==> config.mk <==
export PLATFORM = sky130hd
export DESIGN_NAME = ahb_out_arb_param
export DESIGN_NICKNAME = d
export VERILOG_FILES = /design/src/rtl/ahb_arb_pkg.sv /design/src/rtl/ahb_arb_rr_pick.sv /design/src/rtl/ahb_out_arb_param.sv
export SDC_FILE = /design/constraint.sdc
export NUM_CORES = 1
export LEC_CHECK = 0
export ABC_AREA = 1
export CAP_MARGIN = 10
export CORE_MARGIN = 4
export CORE_UTILIZATION = 30
export CTS_CLUSTER_DIAMETER = 80
export CTS_CLUSTER_SIZE = 20
export DETAILED_ROUTE_END_ITERATION = 16
export SLEW_MARGIN = 20
export SYNTH_ARGS = -nofsm -noshare
export SYNTH_HDL_FRONTEND = slang
export SYNTH_SLANG_ARGS = --single-unit
==> constraint.sdc <==
create_clock -name HCLK -period 1.65 [get_ports HCLK]
set_clock_uncertainty 0.15 [all_clocks]
set_input_delay 0.2475 -clock HCLK [delete_from_list [all_inputs] [get_ports HCLK]]
set_output_delay 0.2475 -clock HCLK [all_outputs]
set_load 0.02 [all_outputs]
==> src/rtl/ahb_arb_pkg.sv <==
// ============================================================================
// Module   : ahb_arb_pkg
// Brief    : AHB transfer/burst encodings and arbitration constants shared by
//            the output-stage arbiter.
// Revision : 1.0 - initial release
// ============================================================================
`default_nettype none

package ahb_arb_pkg;

    typedef enum logic [1:0] {
        HTRANS_IDLE   = 2'b00,
        HTRANS_BUSY   = 2'b01,
        HTRANS_NONSEQ = 2'b10,
        HTRANS_SEQ    = 2'b11
    } htrans_e;

    typedef enum logic [2:0] {
        HBURST_SINGLE = 3'b000,
        HBURST_INCR   = 3'b001,
        HBURST_WRAP4  = 3'b010,
        HBURST_INCR4  = 3'b011,
        HBURST_WRAP8  = 3'b100,
        HBURST_INCR8  = 3'b101,
        HBURST_WRAP16 = 3'b110,
        HBURST_INCR16 = 3'b111
    } hburst_e;

    localparam int ARB_FIXED = 0;
    localparam int ARB_RR    = 1;

    // Beats remaining after the NONSEQ beat of a defined-length burst.
    function automatic logic [3:0] burst_beats(input logic [2:0] hburst);
        logic [3:0] v_beats;
        case (hburst)
            HBURST_WRAP4,  HBURST_INCR4:  v_beats = 4'd3;
            HBURST_WRAP8,  HBURST_INCR8:  v_beats = 4'd7;
            HBURST_WRAP16, HBURST_INCR16: v_beats = 4'd15;
            default:                      v_beats = 4'd0;
        endcase
        return v_beats;
    endfunction

endpackage

`default_nettype wire

==> src/rtl/ahb_arb_rr_pick.sv <==
// ============================================================================
// Module   : ahb_arb_rr_pick
// Brief    : Combinational rotating priority picker; the first request
//            strictly after ptr (wrapping) wins.
// Revision : 1.0 - initial release
// ============================================================================
`default_nettype none

module ahb_arb_rr_pick #(
    parameter int NUM_PORTS = 5,
    parameter int PORT_ID_W = 3
) (
    input  logic [NUM_PORTS-1:0] req,
    input  logic [PORT_ID_W-1:0] ptr,
    output logic [PORT_ID_W-1:0] win,
    output logic                 valid
);

    int w_dist;
    int w_best;

    // Distance of port k from the pointer is (k - ptr - 1) mod NUM_PORTS;
    // the requester with the smallest distance wins.
    always_comb begin
        win    = '0;
        valid  = 1'b0;
        w_dist = 0;
        w_best = NUM_PORTS;
        for (int k = 0; k < NUM_PORTS; k++) begin
            w_dist = k - int'(ptr) - 1;
            if (w_dist < 0) begin
                w_dist = w_dist + NUM_PORTS;
            end
            if (req[k] && (w_dist < w_best)) begin
                w_best = w_dist;
                win    = PORT_ID_W'(k);
                valid  = 1'b1;
            end
        end
    end

endmodule

`default_nettype wire

==> src/rtl/ahb_out_arb_param.sv <==
// ============================================================================
// Module   : ahb_out_arb_param
// Brief    : Per-slave output-stage arbiter with fixed or round-robin priority,
//            defined-length burst protection and locked-transfer hold.
// Revision : 1.0 - initial release
// ============================================================================
`default_nettype none

module ahb_out_arb_param
    import ahb_arb_pkg::*;
#(
    parameter int                   NUM_PORTS = 5,
    parameter int                   PORT_ID_W = 3,
    parameter int                   ARB_MODE  = 0,
    parameter logic [NUM_PORTS-1:0] PORT_MASK = {NUM_PORTS{1'b1}}
) (
    input  logic                 HCLK,
    input  logic                 HRESET,
    input  logic [NUM_PORTS-1:0] req_port,
    input  logic                 HREADYM,
    input  logic                 HSELM,
    input  logic [1:0]           HTRANSM,
    input  logic [2:0]           HBURSTM,
    input  logic                 HMASTLOCKM,
    output logic [PORT_ID_W-1:0] addr_in_port,
    output logic                 no_port,
    output logic                 burst_hold
);

    localparam logic [PORT_ID_W-1:0] c_LAST_PORT = PORT_ID_W'(NUM_PORTS - 1);

    logic [PORT_ID_W-1:0] r_addr;
    logic                 r_no_port;
    logic [PORT_ID_W-1:0] r_ptr;
    logic [3:0]           r_beat;

    logic                 w_active;
    logic                 w_continue;
    logic                 w_hold;
    logic                 w_accept;
    logic [NUM_PORTS-1:0] w_cur_onehot;
    logic [NUM_PORTS-1:0] w_eff_req;
    logic [PORT_ID_W-1:0] w_pick_ptr;
    logic [PORT_ID_W-1:0] w_win;
    logic                 w_valid;
    logic [PORT_ID_W-1:0] w_addr_nxt;
    logic                 w_no_port_nxt;
    logic [PORT_ID_W-1:0] w_ptr_nxt;
    logic [3:0]           w_beat_nxt;

    assign w_active     = HSELM & (HTRANSM != HTRANS_IDLE);
    assign w_cur_onehot = NUM_PORTS'(1) << r_addr;
    // The current owner keeps competing while it still has a live transfer.
    assign w_eff_req    = (req_port & PORT_MASK)
                        | (w_cur_onehot & {NUM_PORTS{w_active & ~r_no_port}});
    assign w_pick_ptr   = (ARB_MODE == ARB_RR) ? r_ptr : c_LAST_PORT;

    ahb_arb_rr_pick #(
        .NUM_PORTS (NUM_PORTS),
        .PORT_ID_W (PORT_ID_W)
    ) u_pick (
        .req   (w_eff_req),
        .ptr   (w_pick_ptr),
        .win   (w_win),
        .valid (w_valid)
    );

    assign w_continue = ~r_no_port & HSELM
                      & ((HTRANSM == HTRANS_BUSY) | (HTRANSM == HTRANS_SEQ));
    assign w_hold     = HMASTLOCKM | (burst_hold & w_active) | w_continue;

    always_comb begin
        w_addr_nxt    = r_addr;
        w_no_port_nxt = r_no_port;
        w_ptr_nxt     = r_ptr;
        if (!w_hold) begin
            if (w_valid) begin
                w_addr_nxt    = w_win;
                w_no_port_nxt = 1'b0;
                if ((w_win != r_addr) || r_no_port) begin
                    w_ptr_nxt = w_win;
                end
            end else if (HSELM) begin
                w_no_port_nxt = 1'b0;
            end else begin
                w_no_port_nxt = 1'b1;
            end
        end
    end

    assign w_accept = HREADYM & HSELM & ~r_no_port;

    always_comb begin
        w_beat_nxt = r_beat;
        if (w_accept) begin
            case (HTRANSM)
                HTRANS_NONSEQ: w_beat_nxt = burst_beats(HBURSTM);
                HTRANS_SEQ:    w_beat_nxt = (r_beat != 4'd0) ? (r_beat - 4'd1) : 4'd0;
                HTRANS_IDLE:   w_beat_nxt = 4'd0;
                default:       w_beat_nxt = r_beat;
            endcase
        end
    end

    always_ff @(posedge HCLK) begin
        if (HRESET) begin
            r_addr    <= '0;
            r_no_port <= 1'b1;
            r_ptr     <= c_LAST_PORT;
            r_beat    <= 4'd0;
        end else begin
            if (HREADYM) begin
                r_addr    <= w_addr_nxt;
                r_no_port <= w_no_port_nxt;
                r_ptr     <= w_ptr_nxt;
            end
            r_beat <= w_beat_nxt;
        end
    end

    assign addr_in_port = r_addr;
    assign no_port      = r_no_port;
    assign burst_hold   = (r_beat != 4'd0);

endmodule

`default_nettype wire

==> impl_metrics.json, run 1 <==
{
  "fp.dieW_um": 54.4,
  "routed_wl_um": 1750,
  "clock-root-buffer": "clkbuf_4",
  "grt_util_met3": 0.0490,
  "hold_end": "no_port$_SDFFE_PP1P_",
  "drc": 0,
  "htreeDepth": 1,
  "fillers": 199,
  "grt_pass1_wl_um": 2720,
  "grt_pass1_vias": 660,
  "worst_r2r_endpoint": "addr_in_port[0]$_SDFFE_PP0P_",
  "dr.pass1.iters": 2,
  "grt_usage": 0.128,
  "endpoint_kind": "register",
  "critPathSlowestCell": "clkdlybuf4s50_1",
  "tightest_slew_ps": 282,
  "p_leak_nw": 0.520,
  "ff2ff_setup_slack_ps": 100,
  "netlist_area_um2": 647,
  "slew_headroom": 0.811,
  "hpwl_um": 1280,
  "hold_path.class": "register to register",
  "clock_sinks": 8,
  "cts_tree": "built",
  "ys_types": 20,
  "path_max_fanout": 5,
  "core_area_mm2": 0.00200,
  "cp_data_required_time_ps": 1650,
  "path_clk_slew_ps": 60,
  "finalNetCount": 160,
  "initial_core_util": 0.323,
  "routabilityCongestion": 0.867,
  "synth_area_leaders": "dfxtp_1, inv_1, nand2_1",
  "worstSetupStartpointType": "input port",
  "hp-start": "no_port$_SDFFE_PP1P_",
  "grt-busiest-layer": "met2",
  "period_share": 0.948,
  "rsz0062_at_grt": "yes",
  "antenna_left": 0,
  "r2r_cells": 10,
  "max_stage_delay_ps": 490,
  "peakVddDrop_v": 0.000435,
  "synth_edf_count": 0,
  "drive_above_1_share": 0.360,
  "synth_ff_type": "dfxtp_1",
  "synthToLayoutAreaGrowth_pct": 63.2,
  "cts_buffer_depth": 2,
  "cap_viol_max_count": 0,
  "layout_setup_ws_ps": 86.1,
  "ys_ff_latch": 8,
  "drt_iter0_drc": 6,
  "die_y_um": 54.4,
  "clk-insertion-delay-late_ps": 260,
  "grt_use_met2": 0.195,
  "cts_buffers": 3,
  "async_flop_share": 0,
  "diodes": 0,
  "num_rows": 16,
  "cpMostUsedCell": "nand2_2",
  "cp.arrival_ps": 1570,
  "antenna_found_initial": 0,
  "power_density_mw_per_mm2": 534,
  "synth.yosys.warnings": 0,
  "port_buffers": 18,
  "path_class": "input port to register",
  "syn_area_per_cell_um2": 6.16,
  "p_total_mw": 0.564,
  "synth_common_cells": "inv_1, nand2_1, nor2_1",
  "design_area_mm2": 0.00106,
  "die_area_mm2": 0.00296,
  "r2r-start": "r_beat[1]$_SDFFE_PP0P_",
  "place_ws_ps": -358,
  "vias": 754,
  "slew_viol_final": 0,
  "place_area_um2": 951,
  "whs_path_depth": 2,
  "grt_max_degree": 8,
  "yosysSeqAreaShare": 0.248,
  "syn_nets": 124,
  "wl_per_cell_um": 10.5,
  "setup_viol": 0,
  "grt_util_met1": 0.170,
  "run_status": "finished clean",
  "syn_inst": 105,
  "io_pins": 20,
  "timing.fmax_mhz": 639,
  "fin_crit_ps": 1560,
  "cp_cell_sequence": "clkdlybuf4s50_1 -> nand2_2 -> nor2_4 -> nand2_1 -> nand2_2 -> nor2_2 -> nand2_2 -> nand2_2 -> a21oi_2 -> nor2_1",
  "synth_top_area_share": 0.248,
  "vias_per_cell": 4.54,
  "grt_overflow": 0,
  "yosysTopAreaCell": "dfxtp_1",
  "finalHoldViolCount": 0
}
[cells by family (layout without fill, tap and decap cells)]
group / count (synthesis) / after routing / share of synthesized area
simple gates: 50 / 50 / 0.371
buf+inv: 23 / 57 / 0.133
compound gates: 20 / 20 / 0.170
flops: 8 / 8 / 0.248
fa+ha+maj: 4 / 4 / 0.0774
[sequential cells by signal (all words and copies together) (netlist names)]
| name | flops |
|---|---|
| addr_in_port | 3 |
| no_port | 1 |
| r_beat | 4 |
[power breakdown]
| part | switching (mW) | internal, mW | leakage, nW |
|---|---|---|---|
| Sequential | 0.0108 | 0.202 | 0.0657 |
| Combinational | 0.0946 | 0.0973 | 0.441 |
| Clock | 0.0748 | 0.0838 | 0.0138 |
[per-stage QoR]
step,utilization,TNS (ps),instances,hold WS [ps]
2_1_floorplan,-,0,105,160
3_3_place_gp,0.475,-2350,162,354
3_5_place_dp,0.475,-2550,162,358
4_1_cts,0.489,0,165,378
5_1_grt,0.528,-23.8,166,426
6_report,0.528,0,166,371
[cell type report]
class | instances | area, µm² | share of cell area
multi-input cells | 74 | 473 | 0.448
clock buffers | 3 | 22.5 | 0.0213
repair buffers | 31 | 279 | 0.264
flip-flops and latches | 8 | 161 | 0.153
well taps | 27 | 33.8 | 0.0320
inverters | 23 | 86.3 | 0.0818
[timing repair]
| item | in CTS | in global routing |
|---|---|---|
| endpoints found under the setup margin | 12 | 10 |
| hold buffers | 0 | 0 |
| endpoints found under the hold margin | 0 | 0 |
| setup buffers | 0 | 1 |
| gates resized for setup | 10 | 22 |
| pin swaps | 2 | 5 |
[how the worst max path moves through the flow]
stage                                       from                           end
after CTS                             HTRANSM[1]  addr_in_port[0]$_SDFFE_PP0P_
final                                      HSELM  addr_in_port[0]$_SDFFE_PP0P_
after global placement                HTRANSM[0]  addr_in_port[0]$_SDFFE_PP0P_
after floorplan           r_beat[0]$_SDFFE_PP0P_  addr_in_port[0]$_SDFFE_PP0P_
after detailed placement              HTRANSM[0]  addr_in_port[0]$_SDFFE_PP0P_
after global routing      r_beat[1]$_SDFFE_PP0P_  addr_in_port[0]$_SDFFE_PP0P_
[worst max-delay path: cells and delay by family]
family	cells	cell delay, ps
AOI/OAI and AO/OA	1	130
buffers and inverters	1	490
and+or+nand+nor	8	690
[metal layers]
layer | routed length [µm] | share of wire
met5 | 0 | 0
met4 | 17 | 0.0097
met3 | 76 | 0.044
met2 | 840 | 0.48
met1 | 813 | 0.47
[cell usage in the layout, fill, tap and decap left out, drive strengths merged]
cell / n
nand2: 25
inv: 23
nor2: 14
buf: 13
clkdlybuf4s50: 11
a21oi: 9
o21ai: 8
dfxtp: 8
nand3: 5
dlygate4sd2: 4
ha: 4
clkbuf: 3
nor3: 2
nand4: 2
dlymetal6s2s: 2
o31ai: 2
a31oi: 1
nand3b: 1
and3: 1
clkdlybuf4s15: 1
(Power assumes the default switching activity.)
==> run 2, diff against run 1 <==
- TNS_END_PERCENT: unset -> 50
==> results of run 2 <==
The final DEF is identical to that of run 1; final timing and power are the same.
